==> src/rtl/issue_scoreboard_if.sv <==
// Issue-stage bus: dispatch-queue head on one side, execution handshake on the other.
// Handshake rule: iss_instr transfers on a rising edge where iss_valid && iss_ready;
// once iss_valid is raised, iss_valid and iss_instr stay stable until that transfer
// (a flush or a reset may drop iss_valid without a transfer).
`ifndef DE_instr_width
`define DE_instr_width 32
`endif

interface issue_scoreboard_if #(
    parameter int W = `DE_instr_width
) ();
    logic         dq_empty;
    logic [W-1:0] dq_instr;
    logic         dq_r_en;
    logic         iss_valid;
    logic         iss_ready;
    logic [W-1:0] iss_instr;

    // Environment side: owns the dispatch queue and the execution unit
    modport master (
        output dq_empty, dq_instr, iss_ready,
        input  dq_r_en, iss_valid, iss_instr
    );

    // Issue stage side
    modport slave (
        input  dq_empty, dq_instr, iss_ready,
        output dq_r_en, iss_valid, iss_instr
    );
endinterface

==> src/rtl/issue_scoreboard.sv <==
// In-order issue stage: pops the dispatch-queue head when it has no RAW/WAW hazard
// against the busy scoreboard and the one-entry output register can take it.
// A writeback landing in the same cycle is bypassed, so a waiting consumer pops in
// the producer's writeback cycle.
`ifndef DE_instr_width
`define DE_instr_width 32
`endif

module issue_scoreboard #(
    parameter int INSTR_W     = `DE_instr_width,
    parameter int RD_LSB      = 7,
    parameter int RS1_LSB     = 15,
    parameter int RS2_LSB     = 20,
    parameter int HAS_RD_BIT  = INSTR_W - 1,
    parameter int HAS_RS1_BIT = INSTR_W - 2,
    parameter int HAS_RS2_BIT = INSTR_W - 3
) (
    input  logic                clk,
    input  logic                rst_n,
    issue_scoreboard_if.slave   bus,
    input  logic                wb_valid,
    input  logic [4:0]          wb_rd,
    input  logic                flush,
    output logic [15:0]         stall_cnt,
    output logic [31:0]         dbg_busy
);

    logic [31:0]        r_busy;
    logic               r_iss_valid;
    logic [INSTR_W-1:0] r_iss_instr;
    logic [15:0]        r_stall_cnt;

    logic [4:0]  w_rd;
    logic [4:0]  w_rs1;
    logic [4:0]  w_rs2;
    logic        w_has_rd;
    logic        w_has_rs1;
    logic        w_has_rs2;
    logic [31:0] w_busy_eff;
    logic [31:0] w_busy_nxt;
    logic        w_hazard;
    logic        w_can_load;
    logic        w_pop;
    logic        w_stall;

    assign w_rd      = bus.dq_instr[RD_LSB  +: 5];
    assign w_rs1     = bus.dq_instr[RS1_LSB +: 5];
    assign w_rs2     = bus.dq_instr[RS2_LSB +: 5];
    assign w_has_rd  = bus.dq_instr[HAS_RD_BIT];
    assign w_has_rs1 = bus.dq_instr[HAS_RS1_BIT];
    assign w_has_rs2 = bus.dq_instr[HAS_RS2_BIT];

    // Busy view used for hazard checks: a writeback in this cycle already frees its register
    always_comb begin
        w_busy_eff = r_busy;
        if (wb_valid) begin
            w_busy_eff[wb_rd] = 1'b0;
        end
        w_busy_eff[0] = 1'b0;
    end

    assign w_hazard   = (w_has_rs1 & w_busy_eff[w_rs1]) |
                        (w_has_rs2 & w_busy_eff[w_rs2]) |
                        (w_has_rd  & w_busy_eff[w_rd]);
    assign w_can_load = ~r_iss_valid | bus.iss_ready;
    // rst_n gates the pop so the queue is never drained while the stage is held in reset
    assign w_pop      = rst_n & ~bus.dq_empty & ~w_hazard & w_can_load & ~flush;
    assign w_stall    = ~bus.dq_empty & ~w_pop & ~flush;

    // Next scoreboard: flush wipes everything; otherwise clear on writeback, then a new
    // producer of the same register overrides that clear
    always_comb begin
        w_busy_nxt = r_busy;
        if (flush) begin
            w_busy_nxt = '0;
        end else begin
            if (wb_valid) begin
                w_busy_nxt[wb_rd] = 1'b0;
            end
            if (w_pop && w_has_rd) begin
                w_busy_nxt[w_rd] = 1'b1;
            end
        end
        w_busy_nxt[0] = 1'b0;
    end

    // Scoreboard register
    always_ff @(posedge clk or negedge rst_n) begin
        if (!rst_n) begin
            r_busy <= '0;
        end else begin
            r_busy <= w_busy_nxt;
        end
    end

    // Output slot: load on pop, empty on handshake without reload, drop on flush
    always_ff @(posedge clk or negedge rst_n) begin
        if (!rst_n) begin
            r_iss_valid <= 1'b0;
            r_iss_instr <= '0;
        end else if (flush) begin
            r_iss_valid <= 1'b0;
        end else if (w_pop) begin
            r_iss_valid <= 1'b1;
            r_iss_instr <= bus.dq_instr;
        end else if (r_iss_valid && bus.iss_ready) begin
            r_iss_valid <= 1'b0;
        end
    end

    // Saturating count of cycles where a waiting head entry could not issue
    always_ff @(posedge clk or negedge rst_n) begin
        if (!rst_n) begin
            r_stall_cnt <= '0;
        end else if (w_stall && (r_stall_cnt != 16'hFFFF)) begin
            r_stall_cnt <= r_stall_cnt + 16'd1;
        end
    end

    assign bus.dq_r_en   = w_pop;
    assign bus.iss_valid = r_iss_valid;
    assign bus.iss_instr = r_iss_instr;
    assign stall_cnt     = r_stall_cnt;
    assign dbg_busy      = r_busy;

endmodule

==> src/flat_wrapper.sv <==
// flat-port wrapper written by rule: the top's interface ports become plain ports
module issue_scoreboard_flat 
#(
    parameter int INSTR_W     = `DE_instr_width,
    parameter int RD_LSB      = 7,
    parameter int RS1_LSB     = 15,
    parameter int RS2_LSB     = 20,
    parameter int HAS_RD_BIT  = INSTR_W - 1,
    parameter int HAS_RS1_BIT = INSTR_W - 2,
    parameter int HAS_RS2_BIT = INSTR_W - 3
)
  (clk, rst_n, wb_valid, wb_rd, flush, stall_cnt, dbg_busy, bus_dq_empty, bus_dq_instr, bus_iss_ready, bus_dq_r_en, bus_iss_valid, bus_iss_instr);
  issue_scoreboard_if bus_i ();
  input  logic clk;
  input  logic rst_n;
  input  logic wb_valid;
  input  logic [4:0] wb_rd;
  input  logic flush;
  output logic [15:0] stall_cnt;
  output logic [31:0] dbg_busy;
  input wire logic [$bits(bus_i.dq_empty)-1:0] bus_dq_empty;
  input wire logic [$bits(bus_i.dq_instr)-1:0] bus_dq_instr;
  input wire logic [$bits(bus_i.iss_ready)-1:0] bus_iss_ready;
  output wire logic [$bits(bus_i.dq_r_en)-1:0] bus_dq_r_en;
  output wire logic [$bits(bus_i.iss_valid)-1:0] bus_iss_valid;
  output wire logic [$bits(bus_i.iss_instr)-1:0] bus_iss_instr;
  assign bus_i.dq_empty = bus_dq_empty;
  assign bus_i.dq_instr = bus_dq_instr;
  assign bus_i.iss_ready = bus_iss_ready;
  assign bus_dq_r_en = bus_i.dq_r_en;
  assign bus_iss_valid = bus_i.iss_valid;
  assign bus_iss_instr = bus_i.iss_instr;
  issue_scoreboard #(.INSTR_W(INSTR_W), .RD_LSB(RD_LSB), .RS1_LSB(RS1_LSB), .RS2_LSB(RS2_LSB), .HAS_RD_BIT(HAS_RD_BIT), .HAS_RS1_BIT(HAS_RS1_BIT), .HAS_RS2_BIT(HAS_RS2_BIT)) u_core (.clk(clk), .rst_n(rst_n), .bus(bus_i), .wb_valid(wb_valid), .wb_rd(wb_rd), .flush(flush), .stall_cnt(stall_cnt), .dbg_busy(dbg_busy));
endmodule
==> config.mk <==
export PLATFORM = sky130hd
export DESIGN_NAME = issue_scoreboard_flat
export DESIGN_NICKNAME = d
export VERILOG_FILES = /design/src/rtl/issue_scoreboard_if.sv /design/src/rtl/issue_scoreboard.sv /design/src/flat_wrapper.sv
export SDC_FILE = /design/constraint.sdc
export NUM_CORES = 1
export LEC_CHECK = 0
export CORE_UTILIZATION = 45
export DETAILED_ROUTE_END_ITERATION = 16
export GPL_ROUTABILITY_DRIVEN = 0
export PLACE_DENSITY = 0.73
export SLEW_MARGIN = 25
export SYNTH_ARGS = -nofsm -noshare
export SYNTH_HDL_FRONTEND = slang
export SYNTH_SLANG_ARGS = --single-unit
==> constraint.sdc <==
create_clock -name clk -period 3.2 [get_ports clk]
set_input_delay 0.32 -clock clk [delete_from_list [all_inputs] [get_ports clk]]
set_output_delay 0.32 -clock clk [all_outputs]
set_load 0.01 [all_outputs]
==> results of run 1 <==
==> where the power goes <==
part	leakage [nW]	switching, W	total, W	internal, W
Combinational	2.03	0.000406	0.000939	0.000533
Clock	0.0859	0.000410	0.000721	0.000311
Sequential	1.05	0.000105	0.00126	0.00116
Total	3.16	0.000921	0.00292	0.00200
==> sequential cells by signal, indices dropped and copies added, names as in the netlist <==
register              flops
u_core.bus.iss_instr     32
u_core.dbg_busy          31
u_core.stall_cnt         16
u_core.bus.iss_valid      1
==> worst max-delay path, stage by stage <==
cell and delay, ns:
sky130_fd_sc_hd__clkdlybuf4s50_1 0.57, sky130_fd_sc_hd__buf_4 0.23, sky130_fd_sc_hd__xor2_2 0.20, sky130_fd_sc_hd__o311a_1 0.35
sky130_fd_sc_hd__o32ai_2 0.30, sky130_fd_sc_hd__a41oi_2 0.12, sky130_fd_sc_hd__a211oi_2 0.26, sky130_fd_sc_hd__buf_4 0.16
sky130_fd_sc_hd__nand4b_4 0.13, sky130_fd_sc_hd__buf_6 0.17, sky130_fd_sc_hd__buf_12 0.15, sky130_fd_sc_hd__or3_4 0.39
sky130_fd_sc_hd__a21oi_2 0.16
==> synthesized netlist by cell type (3+ instances only) <==
master / count
sky130_fd_sc_hd__a211oi_1: 6
sky130_fd_sc_hd__a21oi_1: 43
sky130_fd_sc_hd__a311oi_1: 8
sky130_fd_sc_hd__a31oi_1: 6
sky130_fd_sc_hd__and3_1: 8
sky130_fd_sc_hd__and4_1: 3
sky130_fd_sc_hd__buf_1: 4
sky130_fd_sc_hd__buf_2: 11
sky130_fd_sc_hd__clkbuf_1: 23
sky130_fd_sc_hd__dfrtp_1: 80
sky130_fd_sc_hd__inv_1: 11
sky130_fd_sc_hd__mux2_2: 41
sky130_fd_sc_hd__mux2i_1: 25
sky130_fd_sc_hd__nand2_1: 25
sky130_fd_sc_hd__nand2b_1: 7
sky130_fd_sc_hd__nand3_1: 11
sky130_fd_sc_hd__nand3b_1: 4
sky130_fd_sc_hd__nand4_1: 11
sky130_fd_sc_hd__nand4b_1: 4
sky130_fd_sc_hd__nor2_1: 18
sky130_fd_sc_hd__nor2b_1: 8
sky130_fd_sc_hd__nor3_1: 8
sky130_fd_sc_hd__o211ai_1: 4
sky130_fd_sc_hd__o21ai_0: 47
sky130_fd_sc_hd__o311ai_0: 8
sky130_fd_sc_hd__o31ai_1: 4
sky130_fd_sc_hd__or2_2: 4
sky130_fd_sc_hd__or3_1: 33
sky130_fd_sc_hd__xnor2_1: 15
sky130_fd_sc_hd__xor2_1: 4
==> worst paths after layout <==
path / to / from / cells past startpoint / slack, ns
max reg2reg: u_core.dbg_busy[26] / u_core.dbg_busy[25] / 12 / 0.19
min in group clk: u_core.bus.iss_instr[8] / u_core.bus.iss_instr[8] / 2 / 0.50
max in group asynchronous: u_core.dbg_busy[13] / rst_n / 2 / 2.54
min reg2reg: u_core.bus.iss_instr[8] / u_core.bus.iss_instr[8] / 2 / 0.50
min: u_core.stall_cnt[14] / rst_n / 2 / 0.07
max: u_core.dbg_busy[26] / wb_rd[1] / 13 / -0.02
==> metrics by stage <==
step	worst slack (ns)	power (W)	area, um2	util [%]	hold WS, ns
finish	-0.0174	0.00292	7640	70.5	0.0668
global route	-0.0423	0.00305	7640	70.5	0.149
CTS	0.00402	0.00290	7330	67.6	0.279
detailed placement	-0.481	0.00217	7090	65.4	0.476
global placement	-0.390	0.00215	7090	65.4	0.466
floorplan	0.392	0.00162	5000	-	0.0244
==> routing by layer <==
metal	vias up	share of wire, %	global-route usage [%]
li1	2409	-	-
met1	2673	39	41.1
met2	406	46	49.0
met3	73	12	7.69
met4	0	3.4	13.1
met5	-	0	0
==> area by class of cell <==
class                      instances  area [um2]  area share (%)
sequential                        80        2000            26.2
timing repair buffer             240        2220            29.0
clock inverter                     6        48.8           0.639
clock buffer                      10         138            1.80
multi-input combinational        395        3010            39.4
inverter                          12        51.3           0.671
tap                              140         175            2.29
==> cells by family after synthesis <==
family	synth area share [%]
and+or+nand+nor	18.8
AOI/OAI and AO/OA	18.6
DFF	40.1
muxes	14.7
buffers and inverters	4.18
xor gates and xnor gates	3.33
adders and majority gates	0.250
other	0.0750
==> timing repair <==
action | CTS | global route
pin swaps | 4 | 29
buffers inserted | 2 | 9
resized for setup | 17 | 55
endpoints found under the setup margin | 53 | 66
cloned | 0 | 2
==> impl_summary.md, run 1 <==
Timing
The final critical path takes up 101% of the cycle. For the pin with the worst max-slew slack, the measured transition is slightly below 0.8 ns. Counting I/O delays and the setup requirement, the final critical path takes 3.22 ns. The final-report hold violation count is 0. The maximum clock rate is ~310 MHz.

The setup TNS is -0.0405 ns. The final-report max-slew violation count is 0. The relative slew slack is slightly below 50%. The worst-case clock skew is between 0.01 and 0.015 ns. The final worst-path setup slack is -0.0174 ns. Setup violations remaining at the end of the flow were counted as 3.

Clock network
After clock tree synthesis, the flow added hold-fix buffers numbering 0. The clock tree from TritonCTS is built. In this run, CTS created clock tree buffers numbering 9. The longest clock path from root to sink contains 2 buffers. The clock reaches the later pin of the worst-skew pair after 0.37 ns. The H-tree depth is 3.

The CTS clock-pin slew for the worst setup and hold paths is 0.09 ns. The root buffer cell chosen for the clock tree is sky130_fd_sc_hd__clkbuf_8. The number of clock sinks seen by CTS is 80.

Logic synthesis
During synthesis, Yosys emitted a total of 0 warnings. The count of mapped cells out of synthesis is 526. The commonest register cell after synthesis is sky130_fd_sc_hd__dfrtp_1. The share of the Yosys chip area taken by registers is 40.1%. The area share of the largest cell type after synthesis is 40.1%. The count of flip-flops with a built-in enable after synthesis is 0. In the synthesized netlist the async set-or-reset flop fraction comes to 100%. The average cell area after synthesis is about 9.5 um2. The number of unique standard cell types used by synthesis is 62. Yosys attributes the largest share of cell area to sky130_fd_sc_hd__dfrtp_1 (40%), sky130_fd_sc_hd__mux2_2 (9.2%), sky130_fd_sc_hd__mux2i_1 (5.0%), sky130_fd_sc_hd__o21ai_0 (4.7%), sky130_fd_sc_hd__a21oi_1 (4.3%).

The synthesized netlist occupies a cell area of approximately 5000 um2. The most area-hungry cell type in the Yosys netlist is sky130_fd_sc_hd__dfrtp_1. The register bit count reported by yosys is 80. The number of nets handed over by synthesis was 570.

Layout
The post-route netlist has a little under a third of its cells at a drive strength greater than 1. For this run, the number of standard cells in the final layout without fillers is 883. In the layout the commonest cells are sky130_fd_sc_hd__clkdlybuf4s50_1 (114), sky130_fd_sc_hd__buf_4 (106), sky130_fd_sc_hd__dfrtp_1 (80). The library cell used most frequently in the layout, excluding fill and tap cells, is sky130_fd_sc_hd__clkdlybuf4s50_1. Relative to the synthesized area, the layout overhead comes to 52.9%. The layout filler cell count is approximately 820.

At the end of the flow, the number of nets in the layout was slightly below 800. The number of antenna cells inserted is 0.

Drt
The count of TritonRoute iterations in the first routing pass is 7. The final antenna-violating net count is 0. The total length of routed wires is 18400 um.

In the routed layout, each cell is associated on average with a via count of around 6.3. Summing over every cut layer, the via total after detailed routing is around 5600. The DRC violations left is 0. The average detailed-routed wire length per instance is 20.9 um. The detailed router's first-iteration violation count is 581.

Placement
In this run, placement finished with an instance count of 854. The half-perimeter wire length after placement is 13000 um. During placement, the flow inserted port buffers numbering 123.

Floorplanning
The die covers ~12000 um2. The die height is 107 um. Once the floorplan was initialized, standard cells occupied 46.1% of the core. In this run the standard cell core region covers around 11000 um2. The floorplan row count is 38. The die is 107 um wide. The number of top-level pins is 125.

Run status
The flow ran to the end, but the final reports show violations. The final reports fail on setup timing.

Power and ir drop
The analysis attributes to cell leakage a power of 3.16 nW. The power per standard cell area is 383 nW/um2. The largest vdd supply drop is around 0.32 mV.

Global routing
The number of global-route vias before repair is between 5000 and 6000. The overall track demand over capacity in global routing is 31.3%. After global routing the overflow that remains totals 0.

Entering global routing, the biggest net connects 81 pins. The initial antenna violation count came to 0. The wire length of the first global-routing pass is 27400 um.

Setup path
The worst setup path is captured at a register. The kind of start point of the critical path is a primary input. The type of the worst setup path is in2reg.

The data required time at the worst endpoint is 3.49 ns. The largest fanout on the critical path is 19. For the worst setup path, the data arrival time is 3.51 ns.

Worst hold path
The worst hold path belongs to the class in2async.

Job
Max-cap violations in this run came to 0.
No activity file was read; power rests on OpenSTA's default activity.
==> run 2, diff against run 1 <==
--- a/config.mk
+++ b/config.mk
@@ -5,11 +5,13 @@
 export SDC_FILE = /design/constraint.sdc
 export NUM_CORES = 1
 export LEC_CHECK = 0
+export ABC_CLOCK_PERIOD_IN_PS = 3200
 export CORE_UTILIZATION = 45
 export DETAILED_ROUTE_END_ITERATION = 16
 export GPL_ROUTABILITY_DRIVEN = 0
 export PLACE_DENSITY = 0.73
-export SLEW_MARGIN = 25
+export REMOVE_ABC_BUFFERS = 1
+export SLEW_MARGIN = 20
 export SYNTH_ARGS = -nofsm -noshare
 export SYNTH_HDL_FRONTEND = slang
 export SYNTH_SLANG_ARGS = --single-unit
==> run 2 against run 1 <==
Net effect:
- the flow now finishes without violations
- worst setup slack better by 0.094 ns
- utilization shrank 0.62 points
- fmax is 3.0% higher
- register-to-register slack improved by 0.10 ns
- sequential share of layout area is 0.23 points higher
- clock power grew 26%
- first-iteration DRC count decreased by 19%
- critical path type is now in2out
==> impl_summary.md, run 2 (same netlist as run 1, synthesis figures left out) <==
Run status
The run finished with clean final reports.

Power and ir drop
The leakage power came to 3.18 nW (+0.55%). The power per standard cell area is 409 nW/um2 (+6.8%). The largest vdd supply drop is 0.329 mV (+2.8%).

The overall power came to 0.00309 W (+5.9%).

Timing
The worst hold-check slack is 0.00834 ns (-0.0585 ns). The final critical path time including I/O delays and setup was 3.12 ns (-0.0939 ns). The worst-case clock skew is 0.0122 ns (+0.00127 ns).

The transition at the pin with the smallest max-transition slack came to 0.694 ns (-0.0802 ns). Setup repair after global routing left no endpoint under its margin. The final period utilization came to 97.6% (-2.9 points). The maximum clock rate was 320 MHz (+3.0%). The number of endpoints failing setup at the final stage is 0 (-3). The final-report max-slew violation count is 0 (unchanged). The final-report hold violation count is 0 (unchanged). The relative slew slack came to 53.7% (+5.3 points).

Drt
The average detailed-routed wire length per instance came to 20.6 um (-1.5%). The met3 wire length is 1650 um (-23%). The per-cell via count in the routed design is 6.18 (-1.9%). The highest signal layer in the routed design is met4. The count of TritonRoute iterations in the first routing pass is 6 (-1).

The met1 wire length is 7100 um (-1.3%). The detailed router's first-iteration violation count is 471 (-19%). The total length of routed wires is 18000 um (-2.4%). The vias after detailed routing was 5408 (-2.8%).

The DRC violations left is 0 (unchanged). The length of routed met2 wiring is 8760 um (+3.4%). The final antenna-violating net count is 0 (unchanged).

Layout
The number of antenna cells inserted is 0 (unchanged). The area of combinational cells with multiple inputs is 2950 um2 (-2.1%). In the layout the commonest cells are sky130_fd_sc_hd__clkdlybuf4s50_1 (113), sky130_fd_sc_hd__buf_4 (102), sky130_fd_sc_hd__dfrtp_1 (80). The flip-flop count of the largest register, all copies and words added came to 32 (unchanged). The area taken by flip-flops and latches came to 2000 um2 (unchanged). The final-stage net count was 776 (-0.77%).

The layout overhead on the synthesized area is 51.5%. Leaving out fill and tap cells, the most frequent cell in the layout is sky130_fd_sc_hd__clkdlybuf4s50_1. The layout filler cell count was 820 (+0.61%).

The fraction of layout cells with a size suffix above 1 was 26.9% (-3.6 points).

Setup path
The cell with the most instances on the worst path is sky130_fd_sc_hd__buf_4. The slowest stage of the critical path is the sky130_fd_sc_hd__clkdlybuf4s50_1 cell. The largest fanout on the critical path was 6 (-13). Walking the worst path, the cells encountered are clkdlybuf4s50_1 > buf_4 > nor2b_1 > or2_2 > o32a_1 > o22ai_1 > nor4_2 > a211oi_2 > buf_4 > nand4b_4 > inv_2 > buf_4. The arrival time reported for the critical path endpoint came to 2.80 ns (-0.71 ns).

The data required time at the worst endpoint is 2.88 ns (-0.61 ns). The length in cells of the worst reg-to-reg path is 12 (unchanged). The longest individual stage delay on the worst path is 0.40 ns (-0.17 ns). The worst setup path is launched from a primary input. Grouping stages by cell kind, the critical path spends the most delay in buffers and inverters. The cell count along the critical path came to 12 (-1). The type of the worst setup path is in2out. The count of buffering cells on the critical path with inverters included came to 5 (unchanged). The kind of capture point of the worst setup path is an output pin.

Floorplanning
The number of top-level pins is 125 (unchanged). The floorplan row count is 38 (unchanged). The overall die width was 107 um (unchanged). The full die area came to 11500 um2 (unchanged). The placeable core region came to 10800 um2 (unchanged).

The initial core utilization is 46.1% (unchanged). The die height is 107 um (unchanged).

Clock network
The number of clock sinks seen by CTS is 80 (unchanged). In this run the clock root is driven by a sky130_fd_sc_hd__clkbuf_8. The deepest clock path buffer count is 2 (unchanged). The CTS clock-pin slew for the worst setup and hold paths came to 0.08 ns (about the same). The later-pin clock latency in the skew report is 0.36 ns (about the same). The H-tree depth is 3 (unchanged).

The hold buffer count at CTS is 0 (unchanged). TritonCTS built the clock tree. The number of CTS-inserted buffers came to 9 (unchanged).

Global routing
The overall track demand over capacity in global routing is 30.9% (-0.35 points). The largest net degree at the start of global routing is 54 (-33%). The initial antenna violation count is 0 (unchanged). The aggregate global routing overflow is 0 (unchanged). The number of global-route vias before repair is 5212 (+0.70%).

The wire length of the first global-routing pass is 27000 um (-1.5%).

Job
The number of violations of the max-capacitance limit came to 0 (unchanged).

Placement
The number of port buffers was 123 (unchanged). The half-perimeter wire length after placement is 13100 um (+0.72%).

Worst hold path
The worst hold-check path type is in2async.
==> run 2: cell count changes in the layout (fill, tap and decap cells not counted), moves of 2 or more <==
cell                         change
sky130_fd_sc_hd__clkinvlp_4      -4
sky130_fd_sc_hd__or3_1           +8
sky130_fd_sc_hd__inv_6           -3
sky130_fd_sc_hd__a21oi_1        +13
sky130_fd_sc_hd__or3_4           -8
sky130_fd_sc_hd__bufinv_16       +3
sky130_fd_sc_hd__o21ai_2         +2
sky130_fd_sc_hd__a21oi_2        -13
sky130_fd_sc_hd__buf_4           -4
==> run 2: report_power, final <==
group	total, W	leakage, nW	switching [W]	internal, W
Clock	0.000910	0.121	0.000357	0.000553
Combinational	0.000923	2.01	0.000392	0.000531
Sequential	0.00126	1.05	0.000102	0.00116
==> run 2: worst paths after layout <==
kind	startpoint	endpoint	slack (ns)
worst max-delay path	bus_dq_instr[7]	bus_dq_r_en	0.08
worst min-delay path	rst_n	u_core.dbg_busy[23]	0.008
worst max register to register	u_core.dbg_busy[24]	u_core.dbg_busy[25]	0.29
worst min register to register	u_core.bus.iss_instr[21]	u_core.bus.iss_instr[21]	0.49
max in group asynchronous	rst_n	u_core.bus.iss_instr[11]	2.16
min in group clk	u_core.bus.iss_instr[21]	u_core.bus.iss_instr[21]	0.49
==> run 2: stage by stage <==
stage	instance area (um2)	setup WS, ns	util [%]	instances	TNS [ns]
3_5_place_dp	7040	-0.652	65.0	853	-38.22
5_1_grt	7570	0.0165	69.9	875	0
6_report	7570	0.0765	69.9	875	0
4_1_cts	7320	-0.00336	67.6	867	-0.00336
3_3_place_gp	7040	-0.629	65.0	853	-34.63
2_1_floorplan	4830	-0.719	-	487	-46.57
==> run 2: cell type report <==
cell class / count / area share [%]
multi-input combinational: 395 / 38.9
inverter: 12 / 0.595
tap: 140 / 2.31
clock buffer: 11 / 2.00
timing repair buffer: 234 / 28.6
sequential: 80 / 26.4
clock inverter: 3 / 1.19
==> run 2: routing by layer <==
layer / vias to the layer above / GRT usage, %
li1: 2398 / -
met1: 2613 / 38.4
met2: 344 / 51.3
met3: 53 / 7.26
met4: 0 / 13.3
met5: - / 0
==> run 2: repair_timing <==
item,4_1_cts,5_1_grt
setup buffers,0,7
resized for setup,19,42
hold endpoints to repair,0,0
gates cloned,0,2
setup endpoints to repair,74,65
pin swaps,3,17
==> run 3, diff against run 2 <==
--- a/config.mk
+++ b/config.mk
@@ -6,10 +6,12 @@
 export NUM_CORES = 1
 export LEC_CHECK = 0
 export ABC_CLOCK_PERIOD_IN_PS = 3200
-export CORE_UTILIZATION = 45
+export CELL_PAD_IN_SITES_DETAIL_PLACEMENT = 1
+export CELL_PAD_IN_SITES_GLOBAL_PLACEMENT = 1
+export CORE_UTILIZATION = 38
 export DETAILED_ROUTE_END_ITERATION = 16
 export GPL_ROUTABILITY_DRIVEN = 0
-export PLACE_DENSITY = 0.73
+export PLACE_DENSITY = 0.81
 export REMOVE_ABC_BUFFERS = 1
 export SLEW_MARGIN = 20
 export SYNTH_ARGS = -nofsm -noshare
==> run 3 against run 2 <==
Net effect:
- the flow now finishes with violations (setup timing)
- via count up 4.8%
- worst hold slack improved by 0.12 ns
- clock power up 21%
- critical path type is now in2reg
- combinational power up 3.6%
- total power up 7.6%
- register-to-register slack lost 0.45 ns
==> impl_summary.md, run 3 (same netlist as run 1, synthesis figures left out) <==
Global routing
The met3 track demand over resource is 6.23% (-1.0 points). The overall track demand over capacity in global routing is 32.1% (+1.2 points). The met1 routing resource usage after global routing was 39.7% (+1.4 points). The aggregate global routing overflow was 0 (unchanged). The initial antenna violation count is 0 (unchanged). The met2 global-route usage was 53.7% (+2.4 points). The wire length of the first global-routing pass came to 32100 um (+19%). The number of global-route vias before repair is 5747 (+10%). The most used routing layer in global routing is met2. The largest net degree at the start of global routing is 81 (+50%).

Setup path
The data required time at the worst endpoint is 3.46 ns (+0.58 ns). The arrival time reported for the critical path endpoint is 3.63 ns (+0.83 ns). The setup path with the least slack is of type in2reg.

The kind of capture point of the worst setup path is a register. STA classifies the critical path startpoint as a primary input. The largest fanout on the critical path is 21 (+15). The reg-to-reg startpoint is u_core.dbg_busy[24]. The launching element of the worst setup path is bus_dq_instr[21].

Layout
The final-stage net count is 770 (-0.77%). The most common library cell in the layout ignoring fill and taps is sky130_fd_sc_hd__clkdlybuf4s50_1. The flip-flop count of the largest register, all copies and words added is 32 (unchanged). The top cell types in the final layout, fill and taps aside, are sky130_fd_sc_hd__clkdlybuf4s50_1 (113), sky130_fd_sc_hd__buf_4 (96), sky130_fd_sc_hd__dfrtp_1 (80). The final core area utilization is 60.2% (-9.7 points). The fraction of layout cells with a size suffix above 1 is 27.1% (+0.15 points). The post-route standard cell area excluding fillers is 7660 um2 (+1.1%). The number of antenna cells inserted came to 0 (unchanged).

The layout overhead on the synthesized area is 53.2%.

Timing
The worst hold-check slack is 0.129 ns (+0.120 ns). The final critical path time including I/O delays and setup is 3.37 ns (+0.242 ns). The transition at the pin with the smallest max-transition slack is 0.771 ns (+0.0777 ns). The final-report max-slew violation count is 0 (unchanged).

The final worst-path setup slack came to -0.165 ns (-0.242 ns). The final period utilization is 105% (+7.6 points). The final-report hold violation count is 0 (unchanged). The maximum clock rate came to 297 MHz (-7.2%).

The number of endpoints failing setup at the final stage is 54 (+54). The worst-case clock skew came to 0.00698 ns (-0.00521 ns). The relative slew slack is 48.6% (-5.2 points).

Clock network
The number of CTS-inserted buffers is 9 (unchanged). The number of clock sinks seen by CTS came to 80 (unchanged). The later-pin clock latency in the skew report came to 0.36 ns (about the same).

The deepest clock path buffer count came to 2 (unchanged). The root cell of the clock tree is sky130_fd_sc_hd__clkbuf_16. The CTS clock-pin slew for the worst setup and hold paths was 0.07 ns (about the same).

The H-tree depth is 3 (unchanged). The clock tree from TritonCTS is built. The hold buffer count at CTS is 0 (unchanged).

Placement
The half-perimeter wire length after placement is 15100 um (+16%). The number of port buffers is 123 (unchanged). The pre-CTS setup slack is -0.532 ns (+0.120 ns).

The instance area at placement is 7030 um2 (-0.14%).

Run status
The run finished, with violations left. The final reports fail on setup timing.

Job
The number of violations of the max-capacitance limit is 0 (unchanged).

Drt
The final antenna-violating net count is 0 (unchanged). The count of TritonRoute iterations in the first routing pass was 5 (-1). The vias after detailed routing is 5665 (+4.8%).

The total length of routed wires is 22800 um (+27%). The average detailed-routed wire length per instance is 25.3 um (+23%). The DRC violations left is 0 (unchanged). The detailed router's first-iteration violation count was 548 (+16%). The per-cell via count in the routed design is 6.27 (+1.5%).

Floorplanning
The die height is 117 um (+8.7%). The overall die width is 117 um (+8.7%). The number of top-level pins was 125 (unchanged). The placeable core region is 12700 um2 (+17%).

The floorplan row count is 41 (+7.9%). The initial core utilization is 39.3% (-6.8 points). The full die area was 13600 um2 (+18%).

Power and ir drop
The largest vdd supply drop is 0.398 mV (+21%). The leakage power came to 3.15 nW (-0.92%). The power per standard cell area is 435 nW/um2 (+6.4%).

Worst hold path
In this run the worst hold path is classified as in2async.
-- run 3: changes by cell type in the layout (fill, tap and decap cells not counted), sizes merged, moves of 2 or more --
cell and change:
bufinv -2, clkinvlp +3, inv +2, clkbuf -2
buf -6
-- run 3: power by group --
group,internal [W],switching [W]
registers,0.00116,0.000114
clock network,0.000615,0.000484
logic,0.000527,0.000429
-- run 3: what timing repair did --
action	CTS	global route
hold endpoints to repair	0	0
gates cloned	0	1
endpoints found under the setup margin	53	73
setup buffers	6	6
resized for setup	19	46
pin swaps	5	16
-- run 3: critical path: stages --
cell and delay, ns:
sky130_fd_sc_hd__clkdlybuf4s50_1 0.55, sky130_fd_sc_hd__inv_1 0.20, sky130_fd_sc_hd__nor3_1 0.11, sky130_fd_sc_hd__o2111ai_1 0.26, sky130_fd_sc_hd__a31oi_1 0.09, sky130_fd_sc_hd__or4bb_1 0.59
sky130_fd_sc_hd__a211oi_2 0.28, sky130_fd_sc_hd__buf_4 0.18, sky130_fd_sc_hd__nand4b_4 0.22, sky130_fd_sc_hd__buf_6 0.24, sky130_fd_sc_hd__or3_1 0.36, sky130_fd_sc_hd__a21oi_1 0.22
-- run 3: cell type report --
type                    instances  area (um2)
inverters                      12        51.3
clock buffers                   9         225
fillers                      1463        5070
multi-input cells             395        2950
flip-flops and latches         80        2000
well taps                     172         215
clock inverters                 7        78.8
repair buffers                228        2130
-- run 3: through the flow --
step                      TNS [ns]  power (W)  cells
after floorplan             -46.57    0.00157    487
after global placement      -20.22    0.00213    875
after detailed placement    -29.21    0.00219    875
after CTS                   -0.252    0.00330    897
after global routing         -6.47    0.00346    903
final                        -3.85    0.00333    903
-- run 3: routing by layer --
layer | wire (um) | share of wire (%) | up-vias
li1 | - | - | 2378
met1 | 8740 | 38 | 2819
met2 | 11100 | 49 | 365
met3 | 1840 | 8.0 | 103
met4 | 1170 | 5.1 | 0
met5 | 0 | 0 | -
-- run 3: final timing paths --
path	endpoint	slack [ns]	depth (start not counted)
worst max-delay path	u_core.dbg_busy[4]	-0.17	12
worst min-delay path	u_core.stall_cnt[11]	0.13	2
worst max register to register	u_core.dbg_busy[4]	-0.16	11
worst min register to register	u_core.bus.iss_instr[15]	0.48	2
max in group asynchronous	u_core.dbg_busy[23]	2.53	2
min in group clk	u_core.bus.iss_instr[15]	0.46	4
